`src/rtl/imm_extend_pipe.sv`:
```
// Pipelined immediate extender: four extension modes, tag sideband, valid/ready
// handshake with a main output register backed by one skid register, and flush.
module imm_extend_pipe #(
    parameter int IN_W  = 16,
    parameter int OUT_W = 32,
    parameter int SHAMT = 2,
    parameter int TAG_W = 5
) (
    input  logic             clk_i,
    input  logic             rst_i,
    input  logic             valid_i,
    output logic             in_ready_o,
    input  logic [IN_W-1:0]  data_i,
    input  logic [1:0]       mode_i,
    input  logic [TAG_W-1:0] tag_i,
    input  logic             flush_i,
    output logic             out_valid_o,
    input  logic             out_ready_i,
    output logic [OUT_W-1:0] data_o,
    output logic [TAG_W-1:0] tag_o
);

    function automatic logic [OUT_W-1:0] extend_imm(input logic [IN_W-1:0] d,
                                                    input logic [1:0]      m);
        logic [OUT_W-1:0] sext;
        logic [OUT_W-1:0] res;
        sext = {{(OUT_W-IN_W){d[IN_W-1]}}, d};
        case (m)
            2'd0:    res = sext;
            2'd1:    res = {{(OUT_W-IN_W){1'b0}}, d};
            2'd2:    res = {d, {(OUT_W-IN_W){1'b0}}};
            2'd3:    res = sext << SHAMT;
            default: res = sext;
        endcase
        return res;
    endfunction

    logic             main_valid_r;
    logic [OUT_W-1:0] main_data_r;
    logic [TAG_W-1:0] main_tag_r;
    logic             skid_valid_r;
    logic [OUT_W-1:0] skid_data_r;
    logic [TAG_W-1:0] skid_tag_r;

    logic             accept_s;
    logic             consume_s;
    logic [OUT_W-1:0] ext_s;

    // Handshake qualifiers and the combinational extension of the offered input
    always_comb begin
        accept_s  = valid_i & ~skid_valid_r;
        consume_s = main_valid_r & out_ready_i;
        ext_s     = extend_imm(data_i, mode_i);
    end

    // Main/skid storage; the skid always drains into main before any newer input
    always_ff @(posedge clk_i or negedge rst_i) begin
        if (!rst_i) begin
            main_valid_r <= 1'b0;
            main_data_r  <= {OUT_W{1'b0}};
            main_tag_r   <= {TAG_W{1'b0}};
            skid_valid_r <= 1'b0;
            skid_data_r  <= {OUT_W{1'b0}};
            skid_tag_r   <= {TAG_W{1'b0}};
        end else if (flush_i) begin
            main_valid_r <= 1'b0;
            skid_valid_r <= 1'b0;
        end else if (!main_valid_r || consume_s) begin
            if (skid_valid_r) begin
                main_valid_r <= 1'b1;
                main_data_r  <= skid_data_r;
                main_tag_r   <= skid_tag_r;
                skid_valid_r <= 1'b0;
            end else if (accept_s) begin
                main_valid_r <= 1'b1;
                main_data_r  <= ext_s;
                main_tag_r   <= tag_i;
            end else begin
                main_valid_r <= 1'b0;
            end
        end else if (accept_s) begin
            skid_valid_r <= 1'b1;
            skid_data_r  <= ext_s;
            skid_tag_r   <= tag_i;
        end else begin
            skid_valid_r <= skid_valid_r;
        end
    end

    // Outputs come straight from registers; in_ready never sees out_ready_i
    always_comb begin
        in_ready_o  = ~skid_valid_r;
        out_valid_o = main_valid_r;
        data_o      = main_data_r;
        tag_o       = main_tag_r;
    end

endmodule

```
`config.mk`:
```
export PLATFORM = sky130hd
export DESIGN_NAME = imm_extend_pipe
export DESIGN_NICKNAME = d
export VERILOG_FILES = /design/src/rtl/imm_extend_pipe.sv
export SDC_FILE = /design/constraint.sdc
export NUM_CORES = 1
export LEC_CHECK = 0
export CORE_ASPECT_RATIO = 1.5
export CORE_MARGIN = 10
export CORE_UTILIZATION = 53
export CTS_BUF_LIST = sky130_fd_sc_hd__clkbuf_8 sky130_fd_sc_hd__clkbuf_16
export DETAILED_ROUTE_END_ITERATION = 16
export PLACE_DENSITY = 0.8
export SLEW_MARGIN = 10
export SYNTH_ARGS = -nofsm -noshare
export SYNTH_HDL_FRONTEND = slang
export SYNTH_SLANG_ARGS = --single-unit
```
`constraint.sdc`:
```
create_clock -name clk_i -period 1.75 [get_ports clk_i]
set_clock_uncertainty 0.05 [all_clocks]
set_input_delay 0.525 -clock clk_i [delete_from_list [all_inputs] [get_ports clk_i]]
set_output_delay 0.525 -clock clk_i [all_outputs]
set_load 0.005 [all_outputs]
```
==> flow_results.xml <==
<?xml version="1.0" encoding="UTF-8"?>
<metrics>
  <group name="yosys">
    <metric name="synth_largest_type_area_fraction" unit="%">47.38</metric>
    <metric name="synth_common_cells" unit="">76 x sky130_fd_sc_hd__dfrtp_1, 42 x sky130_fd_sc_hd__o21ai_0, 31 x sky130_fd_sc_hd__nor2_1</metric>
    <metric name="synth_flop_cell" unit="">sky130_fd_sc_hd__dfrtp_1</metric>
    <metric name="synth_area_leader_cell" unit="">sky130_fd_sc_hd__dfrtp_1</metric>
    <metric name="yosysMostFrequentCell" unit="">sky130_fd_sc_hd__dfrtp_1</metric>
    <metric name="yosys.cell_types.count" unit="">32</metric>
    <metric name="syn-cell-area" unit="sq um">4014</metric>
    <metric name="synth.net_count" unit="">395</metric>
    <metric name="syn_area_per_cell" unit="sq um">10.94</metric>
    <metric name="yosysWarningCount" unit="">0</metric>
    <metric name="asyncSetResetFlopFracSynth" unit="%">100.0</metric>
    <metric name="synth_cells" unit="">367</metric>
    <metric name="synth_edf_count" unit="">0</metric>
    <metric name="ys_seq_elements" unit="">76</metric>
    <metric name="synth_area_leaders" unit="">sky130_fd_sc_hd__dfrtp_1 47%, sky130_fd_sc_hd__mux2_2 6.2%, sky130_fd_sc_hd__mux2_4 5.6%, sky130_fd_sc_hd__mux2i_1 5.5%, sky130_fd_sc_hd__o31ai_1 5.4%</metric>
    <metric name="synth.yosys.seq_area_share" unit="%">47.38</metric>
  </group>
  <group name="clock_network">
    <metric name="cts.path.max_buffers" unit="">2</metric>
    <metric name="cts_tree" unit="">built</metric>
    <metric name="htreeDepth" unit="">3</metric>
    <metric name="clock_sinks" unit="">76</metric>
    <metric name="clock-root-buffer" unit="">sky130_fd_sc_hd__clkbuf_8</metric>
    <metric name="clk_slew_on_worst_s_h_paths" unit="ns">0.08</metric>
    <metric name="clk-insertion-delay-late" unit="ns">0.36</metric>
    <metric name="cts_inserted_buffers" unit="">9</metric>
  </group>
  <group name="timing">
    <metric name="postLayoutSetupSlackWorst" unit="ns">-0.03471</metric>
    <metric name="maximum_clock_frequency" unit="MHz">560.3</metric>
    <metric name="hold_violations" unit="">0</metric>
    <metric name="rsz0062_at_grt" unit="">yes</metric>
    <metric name="setup_viol" unit="">3</metric>
    <metric name="worst_slew_pin_slew" unit="ns">0.4128</metric>
    <metric name="final.min_clock_period" unit="ns">1.785</metric>
    <metric name="slew_violations" unit="">0</metric>
    <metric name="max-slew-margin-rel" unit="%">72.48</metric>
    <metric name="min_period_over_period" unit="%">102.0</metric>
  </group>
  <group name="power">
    <metric name="power.sequential.fraction" unit="%">44.4</metric>
    <metric name="clkPwrFrac" unit="%">33.4</metric>
    <metric name="combinational_cell_fraction_of_total_power" unit="%">22.2</metric>
    <metric name="switching_power" unit="mW">1.379</metric>
    <metric name="power_density" unit="nW/um^2">989.7</metric>
    <metric name="p_leak" unit="nW">2.545</metric>
    <metric name="power_report.internal_total" unit="mW">3.870</metric>
    <metric name="netSwitchingFraction" unit="%">26.28</metric>
    <metric name="ir_worst_vdd" unit="mV">0.5491</metric>
  </group>
  <group name="setup_path">
    <metric name="required" unit="ns">1.96</metric>
    <metric name="crit_path_start_kind" unit="">input port</metric>
    <metric name="worst_path_dominant_cell_family" unit="">buffers and inverters</metric>
    <metric name="critPathMaxFanout" unit="">14</metric>
    <metric name="cp_data_arrival_time" unit="ns">1.99</metric>
    <metric name="timing.critical_path.slowest_stage_cell" unit="">sky130_fd_sc_hd__clkdlybuf4s50_1</metric>
    <metric name="worstPathBufferInverterCount" unit="">2</metric>
    <metric name="end_kind" unit="">flop</metric>
    <metric name="cp_cell_sequence" unit="">clkdlybuf4s50_1 &gt; nor3b_2 &gt; buf_6 &gt; a211oi_1 &gt; o31ai_1</metric>
    <metric name="timing.setup.critical_path_class" unit="">input port to flop</metric>
    <metric name="largest_stage_delay_on_the_critical_path" unit="ns">0.58</metric>
  </group>
  <group name="route">
    <metric name="drt_iter0_drc" unit="">300</metric>
    <metric name="routedWlPerCell" unit="um">19.99</metric>
    <metric name="dr.pass1.iters" unit="">4</metric>
    <metric name="num_vias" unit="">3355</metric>
    <metric name="drtAntennaViolNets" unit="">0</metric>
    <metric name="wirelength" unit="mm">11.13</metric>
    <metric name="drc" unit="">0</metric>
    <metric name="avgViaCountPerCell" unit="">6.023</metric>
  </group>
  <group name="die">
    <metric name="die_area" unit="sq um">11530</metric>
    <metric name="ios" unit="">67</metric>
    <metric name="std_cell_rows" unit="">38</metric>
    <metric name="start_util" unit="%">54.82</metric>
    <metric name="chip_width" unit="um">91.06</metric>
    <metric name="area_inside_the_core_boundary" unit="sq um">7322</metric>
    <metric name="die_height" unit="um">126.6</metric>
  </group>
  <group name="global_routing">
    <metric name="overflow" unit="">0</metric>
    <metric name="grt_pass1_vias" unit="">3361</metric>
    <metric name="antenna_found_initial" unit="">0</metric>
    <metric name="wire_length_of_the_first_global_routing_pass" unit="mm">17.05</metric>
    <metric name="maximum_number_of_pins_on_one_net_before_global_route_repair" unit="">77</metric>
    <metric name="grt_usage" unit="%">18.12</metric>
  </group>
  <group name="run_status">
    <metric name="failed_checks" unit="">negative setup slack</metric>
    <metric name="outcome" unit="">complete, but fails checks</metric>
  </group>
  <group name="placement">
    <metric name="io_buffer_count" unit="">66</metric>
    <metric name="detailedPlacementHpwl" unit="mm">7.343</metric>
    <metric name="place.gp.congestion" unit="">0.8648</metric>
    <metric name="dpl.cell_count" unit="">537</metric>
    <metric name="post-place-ws" unit="ns">-0.4381</metric>
  </group>
  <group name="layout">
    <metric name="insertedDiodeCount" unit="">0</metric>
    <metric name="layout.filler_cells" unit="">556</metric>
    <metric name="drive_above_1_share" unit="%">26.91</metric>
    <metric name="finalNetCount" unit="">480</metric>
    <metric name="area_growth" unit="%">32.14</metric>
    <metric name="finish.cell_count_without_fillers" unit="">557</metric>
  </group>
  <group name="run">
    <metric name="max_cap_viol_count" unit="">0</metric>
  </group>
  <group name="min_path">
    <metric name="worst_hold_path_type" unit="">input port to asynchronous set/reset pin</metric>
  </group>
</metrics>
-- cell type report --
class / count / area [sq um] / area share, %
clock inverter: 3 / 90.09 / 1.699
sequential: 76 / 1902 / 35.86
timing repair buffer: 111 / 1045 / 19.70
inverter: 17 / 66.31 / 1.250
multi-input combinational: 237 / 1897 / 35.76
clock buffer: 13 / 178.9 / 3.373
tap: 100 / 125.1 / 2.359
-- kinds of logic after synthesis --
| group | after synthesis | synth area share [%] |
|---|---|---|
| flops | 76 | 47.38 |
| mux | 59 | 17.27 |
| buf+inv | 55 | 7.730 |
| compound gates | 134 | 22.16 |
| simple gates | 43 | 5.455 |
-- state kept, by name, indices dropped and copies added, names as in the netlist --
signal and cells:
data_o 32, skid_data_r 32, skid_tag_r 5, tag_o 5, out_valid_o 1, skid_valid_r 1
-- metrics by stage --
step                TNS (ns)  util [%]  power, mW  area (sq um)  hold WS (ns)
finish              -0.06809     72.44      5.249          5304        0.1424
global route         -0.5269     72.44      5.475          5304        0.1622
CTS                        0     70.95      5.218          5195        0.1569
detailed placement    -21.08     67.33      3.575          4930        0.4317
global placement      -18.55     67.33      3.513          4930        0.4266
floorplan                  0         -      2.941          4014        0.1794
-- cell usage in the layout (no fill, tap or decap), types with 8 or more instances in the layout --
cell type,n
sky130_fd_sc_hd__a21oi_1,15
sky130_fd_sc_hd__clkdlybuf4s50_1,24
sky130_fd_sc_hd__a211oi_2,8
sky130_fd_sc_hd__mux2_4,15
sky130_fd_sc_hd__a221oi_1,13
sky130_fd_sc_hd__mux2i_1,22
sky130_fd_sc_hd__dfrtp_1,76
sky130_fd_sc_hd__clkbuf_8,13
sky130_fd_sc_hd__a22o_1,14
sky130_fd_sc_hd__o31ai_1,22
sky130_fd_sc_hd__o21ai_0,42
sky130_fd_sc_hd__buf_4,35
sky130_fd_sc_hd__mux2_2,22
sky130_fd_sc_hd__nor2_1,31
sky130_fd_sc_hd__dlygate4sd2_1,39
sky130_fd_sc_hd__inv_1,15
-- routing by layer --
layer | vias to the layer above | GRT usage (%) | share of wire, %
met5 | - | 0 | 0
li1 | 1516 | - | -
met2 | 114 | 30.56 | 51
met3 | 36 | 5.490 | 5.8
met4 | 0 | 10.27 | 4.1
met1 | 1689 | 19.78 | 39
-- path summary, 6_finish.rpt --
path / start / to / slack [ns] / cells past startpoint
setup / recovery: data_i[15] / data_o[28]$_DFFE_PN0P_ / -0.03 / 5
max in group asynchronous: rst_i / data_o[12]$_DFFE_PN0P_ / 1.19 / 2
hold reg to reg: data_o[12]$_DFFE_PN0P_ / data_o[12]$_DFFE_PN0P_ / 0.44 / 2
setup reg to reg: skid_valid_r$_DFFE_PN0P_ / skid_data_r[25]$_DFFE_PN0P_ / 0.08 / 7
min in group clk_i: data_o[12]$_DFFE_PN0P_ / data_o[12]$_DFFE_PN0P_ / 0.44 / 2
hold / removal: rst_i / skid_tag_r[4]$_DFFE_PN0P_ / 0.14 / 2
-- power by group through the flow --
stage / Combinational (mW) / Sequential, mW / Clock, mW
finish: 1.17 / 2.33 / 1.75
global placement: 1.18 / 2.34 / 0
CTS: 1.14 / 2.32 / 1.76
detailed placement: 1.22 / 2.36 / 0
floorplan: 0.622 / 2.32 / 0
global route: 1.28 / 2.37 / 1.83
-- repair_timing --
| action | 4_1_cts | 5_1_grt |
|---|---|---|
| buffers inserted | 2 | 0 |
| resized for setup | 45 | 19 |
| hold buffers | 0 | 0 |
| setup endpoints to repair | 45 | 38 |
| pin swaps | 1 | 1 |
| gates cloned | 0 | 2 |
| hold endpoints to repair | 0 | 0 |
Note: power is estimated with default switching activity, not from simulation.
